### src/rtl/pc_fetch_if.sv
// Instruction-memory fetch bus between pc_fetch (master) and instruction memory (slave).
interface pc_fetch_if #(
  parameter int unsigned PC_W    = 5,
  parameter int unsigned INSTR_W = 32
);
  logic               imem_req;
  logic [PC_W-1:0]    imem_addr;
  logic               imem_ack;
  logic [INSTR_W-1:0] imem_rdata;

  modport master (output imem_req, output imem_addr, input imem_ack, input imem_rdata);
  modport slave  (input imem_req, input imem_addr, output imem_ack, output imem_rdata);
endinterface

### src/rtl/pc_fetch.sv
// Program-counter register and request/acknowledge instruction-fetch sequencer.
// Optional feature: define PC_ALIGN_CHECK_EN to flag a misaligned accepted pc_next
// (sticky misalign_err) and halt instead of fetching from it.
module pc_fetch #(
  parameter int unsigned     PC_W     = 5,
  parameter int unsigned     INSTR_W  = 32,
  parameter logic [PC_W-1:0] RESET_PC = '0,
  parameter int unsigned     CNT_W    = 16
) (
  input  logic               clk,
  input  logic               reset,
  input  logic [PC_W-1:0]    pc_next,
  output logic [PC_W-1:0]    pc,
  output logic [PC_W-1:0]    pc_plus_4,
  pc_fetch_if.master         imem,
  output logic [INSTR_W-1:0] instr,
  output logic               instr_valid,
  input  logic               instr_ready,
  input  logic               stall,
  input  logic               halt,
  output logic               halted,
  output logic [CNT_W-1:0]   fetch_cnt,
  output logic               misalign_err
);

  typedef enum logic [1:0] {
    IDLE   = 2'd0,
    REQ    = 2'd1,
    HOLD   = 2'd2,
    HALTED = 2'd3
  } state_t;

  state_t state;
  logic   req_q;
  logic   accept_c;
  logic   bad_align_c;

  // Sequential-PC feed back to the next-PC mux; wraps modulo 2^PC_W.
  assign pc_plus_4 = pc + PC_W'(4);

  // Fetch address is the registered PC, so it is stable for the whole request.
  assign imem.imem_req  = req_q;
  assign imem.imem_addr = pc;

  // Decode takes the held instruction only when not stalled.
  assign accept_c = (state == HOLD) && instr_ready && !stall;

`ifdef PC_ALIGN_CHECK_EN
  logic err_q;

  assign bad_align_c  = |pc_next[1:0];
  assign misalign_err = err_q;

  // Sticky flag for an accepted non-word-aligned next PC.
  always_ff @(posedge clk) begin
    if (reset) begin
      err_q <= 1'b0;
    end else if (accept_c && bad_align_c) begin
      err_q <= 1'b1;
    end
  end
`else
  assign bad_align_c  = 1'b0;
  assign misalign_err = 1'b0;
`endif

  // Fetch sequencer: IDLE dead cycle, REQ until ack, HOLD until accept, HALTED until reset.
  always_ff @(posedge clk) begin
    if (reset) begin
      state       <= IDLE;
      pc          <= RESET_PC;
      req_q       <= 1'b0;
      instr       <= '0;
      instr_valid <= 1'b0;
      halted      <= 1'b0;
      fetch_cnt   <= '0;
    end else begin
      case (state)
        IDLE: begin
          state <= REQ;
          req_q <= 1'b1;
        end
        REQ: begin
          if (imem.imem_ack) begin
            instr       <= imem.imem_rdata;
            instr_valid <= 1'b1;
            req_q       <= 1'b0;
            state       <= HOLD;
          end
        end
        HOLD: begin
          if (accept_c) begin
            pc          <= pc_next;
            instr_valid <= 1'b0;
            if (fetch_cnt != '1) begin
              fetch_cnt <= fetch_cnt + CNT_W'(1);
            end
            if (halt || bad_align_c) begin
              state  <= HALTED;
              halted <= 1'b1;
            end else begin
              state <= REQ;
              req_q <= 1'b1;
            end
          end
        end
        HALTED: begin
          req_q       <= 1'b0;
          instr_valid <= 1'b0;
          halted      <= 1'b1;
        end
        default: begin
          state <= IDLE;
          req_q <= 1'b0;
        end
      endcase
    end
  end

endmodule

### src/flat_wrapper.sv
// flat-port wrapper written by rule: the top's interface ports become plain ports
module pc_fetch_flat 
#(
  parameter int unsigned     PC_W     = 5,
  parameter int unsigned     INSTR_W  = 32,
  parameter logic [PC_W-1:0] RESET_PC = '0,
  parameter int unsigned     CNT_W    = 16
)
  (clk, reset, pc_next, pc, pc_plus_4, instr, instr_valid, instr_ready, stall, halt, halted, fetch_cnt, misalign_err, imem_imem_req, imem_imem_addr, imem_imem_ack, imem_imem_rdata);
  pc_fetch_if #(.PC_W(PC_W), .INSTR_W(INSTR_W)) imem_i ();
  input  logic clk;
  input  logic reset;
  input  logic [PC_W-1:0] pc_next;
  output logic [PC_W-1:0] pc;
  output logic [PC_W-1:0] pc_plus_4;
  output logic [INSTR_W-1:0] instr;
  output logic instr_valid;
  input  logic instr_ready;
  input  logic stall;
  input  logic halt;
  output logic halted;
  output logic [CNT_W-1:0] fetch_cnt;
  output logic misalign_err;
  output wire logic [$bits(imem_i.imem_req)-1:0] imem_imem_req;
  output wire logic [$bits(imem_i.imem_addr)-1:0] imem_imem_addr;
  input wire logic [$bits(imem_i.imem_ack)-1:0] imem_imem_ack;
  input wire logic [$bits(imem_i.imem_rdata)-1:0] imem_imem_rdata;
  assign imem_imem_req = imem_i.imem_req;
  assign imem_imem_addr = imem_i.imem_addr;
  assign imem_i.imem_ack = imem_imem_ack;
  assign imem_i.imem_rdata = imem_imem_rdata;
  pc_fetch #(.PC_W(PC_W), .INSTR_W(INSTR_W), .RESET_PC(RESET_PC), .CNT_W(CNT_W)) u_core (.clk(clk), .reset(reset), .pc_next(pc_next), .pc(pc), .pc_plus_4(pc_plus_4), .imem(imem_i), .instr(instr), .instr_valid(instr_valid), .instr_ready(instr_ready), .stall(stall), .halt(halt), .halted(halted), .fetch_cnt(fetch_cnt), .misalign_err(misalign_err));
endmodule
### config.mk
export PLATFORM = sky130hd
export DESIGN_NAME = pc_fetch_flat
export DESIGN_NICKNAME = d
export VERILOG_FILES = /design/src/rtl/pc_fetch_if.sv /design/src/rtl/pc_fetch.sv /design/src/flat_wrapper.sv
export SDC_FILE = /design/constraint.sdc
export NUM_CORES = 1
export LEC_CHECK = 0
export ABC_AREA = 1
export CORE_ASPECT_RATIO = 0.8
export CORE_MARGIN = 4
export CORE_UTILIZATION = 25
export CTS_BUF_LIST = sky130_fd_sc_hd__clkbuf_8
export DETAILED_ROUTE_END_ITERATION = 10
export HOLD_SLACK_MARGIN = 0.06
export SLEW_MARGIN = 40
export SYNTH_ARGS = -nofsm -noshare
export SYNTH_HDL_FRONTEND = slang
export SYNTH_SLANG_ARGS = --single-unit
### constraint.sdc
create_clock -name clk -period 1.6 [get_ports clk]
set_input_delay 0.48 -clock clk [delete_from_list [all_inputs] [get_ports clk]]
set_output_delay 0.48 -clock clk [all_outputs]
set_load 0.01 [all_outputs]
==> results.md, run 1 <==
- # diodes: 0
- First-pass GRT wire length: 12,200 um
- Final wirelength: 7620 um
- Final ANT Viol Nets: 0
- Cell Count, Final, Fillers Out: 631
- Final instance area: 0.00410 mm2
- Critical-path cell list: ha_4 -> xor2_1 -> buf_2
- Filler cells: 1,089
- Kind of start point of the critical path: flip-flop
- Critical Path Max Stage Delay: 0.36 ns
- CP delay by family, top: flip-flops
- Top Usage Layer GRT: met2
- Clock slew at reported path FFs: 0.06 ns
- Sum of negative setup slack: 0 ns
- Hold-fix buffers, CTS: 0
- CTS tree: yes
- Net Count, Synth: 414
- I/O Pins: 110
- Crit path time final: 1.59 ns
- Initial drt markers: 96
- Fin nets: 535
- Largest net degree at the start of global routing: 26
- Placed inst area: 0.00399 mm2
- Most frequent cells in the layout: nor2_1 (100), dlygate4sd2_1 (59), nand2_1 (55), dfxtp_1 (49)
- Synth Cell Area: 0.00264 mm2
- Leak: 1.85 nW
- Initial antenna violation count: 0
- Die Wd: 123 um
- GR Util All Layers: 12.7%
- Die area: 0.0123 mm2
- Worst VDD drop: 0.542 mV
- CP startpoint: u_core.imem.imem_addr[2]
- Clock sink count: 58
- DP Worst Slack: -0.260 ns
- Max clock buf depth: 2
- Post-synthesis sequential area ratio: 44.0%
- Number of H-tree levels: 3
- Critical path arrival: 1.11 ns
- Post-Syn Instances: 366
- Routing usage on met3: 5.46%
- Netlist cell types: 27
- CP Depth: 3
- Initial core utilization: 25.6%
- FP Rows: 33
- Grt met2 use: 19.7%
- Average size of a mapped cell: 7.20 um2
- Chip height: 99.9 um
- DR vias: 2,654
- WS Path Type: reg -> out
- Root Driver: clkbuf_8
- Port Buf Inserts: 108
- Reg2reg setup slack: 0.13 ns
- Number of global-route vias before repair: 2,534
- DRC viols: 0
- Max cap viols: 0
- Layout cells sized above 1: 16.1%
- Layout area overhead: 55.3%
- # setup viols final: 0
- Postcts setup bufs: 0
- Critical Path Sink Type: output port
- Hold WC Path Type: reg -> reg
- Unrepaired setup endpoints after global routing: true
- RR Endpoint: u_core.fetch_cnt[13]
- Clock latency on the worst-skew pair: 0.34 ns
- Fin worst setup slack: 0.0101 ns
- Post-DP HPWL: 5720 um
- Hold Violations, Final: 0
- Synth Register Bits: 58
- Pwr dens: 1100 mW/mm2
- Final global-route overflow total: 0
- Yosys Warn Count: 0
- Status: finished clean
- Critical path endpoint: pc_plus_4[4]
- RR Startpoint: u_core.fetch_cnt[1]
- Placed cells: 615
- Core Footprint: 0.0103 mm2
- Worst path bufs/invs: 1
- Met1 usage: 15.9%
- Period utilization: 99.4%
- Maximum fanout along the worst path: 2
- Vias per cell: 4.21
- Drt pass-1 iters: 4
- Drt wl/cell: 12.1 um
- TritonCTS Buffers: 9
- Critical Path Slowest Stage Cell: dfxtp_2
- GPL Wtd Cong: 0.848
- Commonest non-fill, non-tap cell in the layout: nor2_1
- Reg2Reg Depth: 9
- F_max: 629 MHz
- Skew final: 0.0107 ns
- Worst Path Required: 1.12 ns
- Slew Viols, Final: 0
tightest hold or removal path: stages (launching register included):
cell and delay [ns]:
dfxtp_1 0.30, inv_1 0.05, a21oi_1 0.05
cells by family (layout without fill, tap and decap cells):
logic type	Yosys count	after routing	synth area share, %
AND/OR/NAND/NOR	190	191	30.5
other	1	1	0.142
buffers and inverters	46	170	8.31
flip-flops	58	58	44.0
adder cells (fa/ha/maj)	5	5	2.37
AO/OA/AOI/OAI	60	60	12.7
XOR/XNOR	6	6	1.99
flip-flops by register name (all words and copies together) (netlist names):
signal	count
u_core.instr	32
u_core.fetch_cnt	16
u_core.imem.imem_addr	5
u_core.state	2
u_core.halted	1
u_core.imem.imem_req	1
u_core.instr_valid	1
through the flow:
stage	hold slack, ns	total power [mW]	utilization (%)
detailed placement	0.449	3.63	38.8
CTS	0.456	4.58	39.5
floorplan	0.468	2.73	-
global route	0.469	4.89	39.8
global placement	0.443	3.60	38.8
finish	0.446	4.51	39.8
cell usage after synthesis:
master | n | share of area [%]
nor2_1 | 100 | 14
dfxtp_1 | 58 | 44
nand2_1 | 55 | 7.8
o21ai_0 | 42 | 8.0
inv_1 | 21 | 3.0
nand3_1 | 12 | 2.3
clkbuf_1 | 10 | 1.4
a21oi_1 | 9 | 1.7
a21oi_2 | 9 | 3.0
nand2_2 | 9 | 2.1
buf_4 | 8 | 2.3
ha_1 | 5 | 2.4
nor2_2 | 5 | 1.2
xor2_1 | 5 | 1.7
nand4_1 | 3 | 0.71
buf_6 | 2 | 0.85
clkinv_1 | 2 | 0.28
nand3b_1 | 2 | 0.57
buf_1 | 1 | 0.14
buf_2 | 1 | 0.19
conb_1 | 1 | 0.14
inv_2 | 1 | 0.14
nand3_4 | 1 | 0.66
nor2_4 | 1 | 0.43
nor3_1 | 1 | 0.19
or2_2 | 1 | 0.24
xnor2_1 | 1 | 0.33
worst min-delay path by stage:
| stage | startpoint | end | cells after the start |
|---|---|---|---|
| 5_1_grt | u_core.imem.imem_req | u_core.imem.imem_req | 2 |
| 6_report | u_core.imem.imem_req | u_core.imem.imem_req | 2 |
| 2_1_floorplan | u_core.state[1] | u_core.state[1] | 2 |
| 3_3_place_gp | u_core.imem.imem_req | u_core.imem.imem_req | 2 |
| 3_5_place_dp | u_core.imem.imem_req | u_core.imem.imem_req | 2 |
| 4_1_cts | u_core.imem.imem_req | u_core.imem.imem_req | 2 |
timing repair:
item                       in CTS  in global routing
resized for setup              80                 13
gates cloned                    0                  1
pin swaps                       0                  1
setup endpoints to repair      72                 23
metal layers:
layer	vias up	share of wire [%]	wire, um
met1	1178	48	3620
met5	-	0	0
met2	85	43	3280
met4	0	1.3	96
li1	1385	-	-
met3	6	8.1	617
cell type report:
class	count	area, um2	area share, %
tap	140	175	4.28
timing repair buffer	131	1210	29.7
multi-input combinational	263	1290	31.4
sequential	58	1170	28.6
clock buffer	9	124	3.02
inverter	24	93.8	2.29
clock inverter	6	27.5	0.672
power breakdown:
part	switching (mW)	internal (mW)
clock	0.564	0.529
sequential	0.143	1.72
combinational	0.824	0.733
Power figures use the tool's default switching activity.
==> inputs of run 2 (changes only) <==
--- a/config.mk
+++ b/config.mk
@@ -8,10 +8,12 @@
 export ABC_AREA = 1
 export CORE_ASPECT_RATIO = 0.8
 export CORE_MARGIN = 4
-export CORE_UTILIZATION = 25
+export CORE_UTILIZATION = 40
 export CTS_BUF_LIST = sky130_fd_sc_hd__clkbuf_8
 export DETAILED_ROUTE_END_ITERATION = 10
 export HOLD_SLACK_MARGIN = 0.06
+export PLACE_DENSITY = 0.76
+export SKIP_CTS_REPAIR_TIMING = 1
 export SLEW_MARGIN = 40
 export SYNTH_ARGS = -nofsm -noshare
 export SYNTH_HDL_FRONTEND = slang
==> run 2 against run 1 <==
Utilization up 27 points. Largest power group unchanged. Clock skew is 0.0064 ns lower. Non-clock buffer count is 5 lower. Critical endpoint unchanged. Worst hold slack better by 0.025 ns. Cell area is 5.1% higher. First-iteration DRC count increased by 59%. Count of clock-buffer cells in the layout increased by 1. Highest routed layer unchanged.
==> results.md, run 2 (same netlist as run 1, synthesis figures left out) <==
- Chip height: 80.6 um (was 99.9 um)
- Initial core utilization: 41.1% (was 25.6%)
- Status: finished clean (unchanged)
- Number of global-route vias before repair: 2,522 (was 2,534)
- GR Util All Layers: 17.9% (was 12.7%)
- TritonCTS Buffers: 9 (unchanged)
- Hold Violations, Final: 0 (unchanged)
- Layout cells sized above 1: 16.2% (was 16.1%)
- Layout area overhead: 63.3% (was 55.3%)
- Kind of start point of the critical path: flip-flop (unchanged)
- Fin worst setup slack: 0.0214 ns (was 0.0101 ns)
- Root Driver: clkbuf_8 (unchanged)
- Clock sink count: 58 (unchanged)
- # diodes: 0 (unchanged)
- Sum of negative setup slack: 0 ns (unchanged)
- First-pass GRT wire length: 11,500 um (was 12,200 um)
- Initial antenna violation count: 0 (unchanged)
- Clock slew at reported path FFs: 0.07 ns (was 0.06 ns)
- # setup viols final: 0 (unchanged)
- Hold WC Path Type: reg -> reg (unchanged)
- Die area: 0.00796 mm2 (was 0.0123 mm2)
- Cell Count, Final, Fillers Out: 571 (was 631)
- WS Path Type: reg -> out (unchanged)
- Drt pass-1 iters: 4 (unchanged)
- Placed cells: 554 (was 615)
- Port Buf Inserts: 108 (unchanged)
- Clock latency on the worst-skew pair: 0.33 ns (was 0.34 ns)
- Max clock buf depth: 2 (unchanged)
- Initial drt markers: 153 (was 96)
- Final wirelength: 7360 um (was 7620 um)
- Core Footprint: 0.00641 mm2 (was 0.0103 mm2)
- Final ANT Viol Nets: 0 (unchanged)
- Number of H-tree levels: 3 (unchanged)
- Post-DP HPWL: 5270 um (was 5720 um)
- CTS tree: yes (unchanged)
- DP Worst Slack: -0.232 ns (was -0.260 ns)
- Max cap viols: 0 (unchanged)
- Most frequent cells in the layout: nor2_1 (100), dlymetal6s2s_1 (64), nand2_1 (55), dfxtp_1 (46) (was nor2_1 (100), dlygate4sd2_1 (59), nand2_1 (55), dfxtp_1 (49))
- Worst Path Required: 1.12 ns (about the same)
- Largest net degree at the start of global routing: 48 (was 26)
- DRC viols: 0 (unchanged)
- Critical Path Sink Type: output port (unchanged)
- Most flops, register: u_core.instr (unchanged)
- Period utilization: 98.7% (was 99.4%)
- Final global-route overflow total: 0 (unchanged)
- Maximum fanout along the worst path: 2 (unchanged)
- Slew Viols, Final: 0 (unchanged)
- Vias per cell: 4.68 (was 4.21)
- F_max: 633 MHz (was 629 MHz)
- Worst VDD drop: 0.657 mV (was 0.542 mV)
- Skew final: 0.00437 ns (was 0.0107 ns)
- I/O Pins: 110 (unchanged)
- Crit path time final: 1.58 ns (was 1.59 ns)
- Footprint of the multi-input gates: 0.00128 mm2 (was 0.00129 mm2)
- DR vias: 2,674 (was 2,654)
- Critical path arrival: 1.10 ns (was 1.11 ns)
- FF/Latch Area: 0.00118 mm2 (was 0.00117 mm2)
- Leak: 2.68 nW (was 1.85 nW)
- Die Wd: 98.8 um (was 123 um)
- Placed inst area: 0.00388 mm2 (was 0.00399 mm2)
- Final instance area: 0.00431 mm2 (was 0.00410 mm2)
- FP Rows: 26 (was 33)
- Drt wl/cell: 12.9 um (was 12.1 um)
- Filler cells: 542 (was 1,089)
- Pwr dens: 1180 mW/mm2 (was 1100 mW/mm2)
- GPL Wtd Cong: 0.829 (was 0.848)
- Unrepaired setup endpoints after global routing: true (unchanged)
- Fin nets: 530 (was 535)
- Max reg flops: 32 (unchanged)
- Commonest non-fill, non-tap cell in the layout: nor2_1 (unchanged)
## run 2: cell types whose count changed in the layout (fill, tap and decap cells not counted), moves of 3 or more
cell / previous run / this run
clkinv_2: 4 / 0
clkdlybuf4s15_1: 4 / 0
clkinvlp_4: 1 / 5
buf_4: 19 / 14
dlygate4sd2_1: 59 / 0
dfxtp_1: 49 / 46
dlymetal6s2s_1: 0 / 64
## run 2: final cells by class
| type | instances | area share (%) |
|---|---|---|
| flip-flops and latches | 58 | 27.4 |
| clock inverters | 6 | 2.09 |
| repair buffers | 126 | 32.9 |
| inverters | 24 | 2.18 |
| clock buffers | 10 | 3.20 |
| multi-input cells | 263 | 29.8 |
| well taps | 84 | 2.44 |
## run 2: worst paths after layout
check,start,to,slack [ns],cells after the start
min reg2reg,u_core.imem.imem_req,u_core.imem.imem_req,0.47,2
max,u_core.imem.imem_addr[2],pc_plus_4[4],0.02,3
max reg2reg,u_core.fetch_cnt[1],u_core.fetch_cnt[14],0.13,9
min,u_core.imem.imem_req,u_core.imem.imem_req,0.47,2
## run 2: layer usage
metal	track usage [%]	part of all wire [%]	vias up
li1	-	-	1380
met1	22.2	45	1205
met2	29.6	48	80
met3	4.77	6.2	9
met4	6.82	1.4	0
met5	0	0	-
## run 2: critical path, stage by stage, from the launching register on
cell and delay (ns):
dfxtp_4 0.36, ha_4 0.15, xor2_1 0.13, buf_2 0.14
## run 2: power by group
part	switching (mW)	leakage, nW	total (mW)	internal [mW]
clock	0.598	0.101	1.52	0.918
combinational	0.840	2.10	1.69	0.848
sequential	0.137	0.479	1.85	1.72
total	1.57	2.68	5.06	3.48
## run 2: metrics by stage
stage / util [%] / power [mW] / hold slack, ns
after floorplan: - / 2.73 / 0.468
after global placement: 60.5 / 3.59 / 0.441
after CTS: 64.1 / 5.17 / 0.475
final: 67.2 / 5.06 / 0.472
after detailed placement: 60.5 / 3.63 / 0.441
after global routing: 67.2 / 5.38 / 0.500
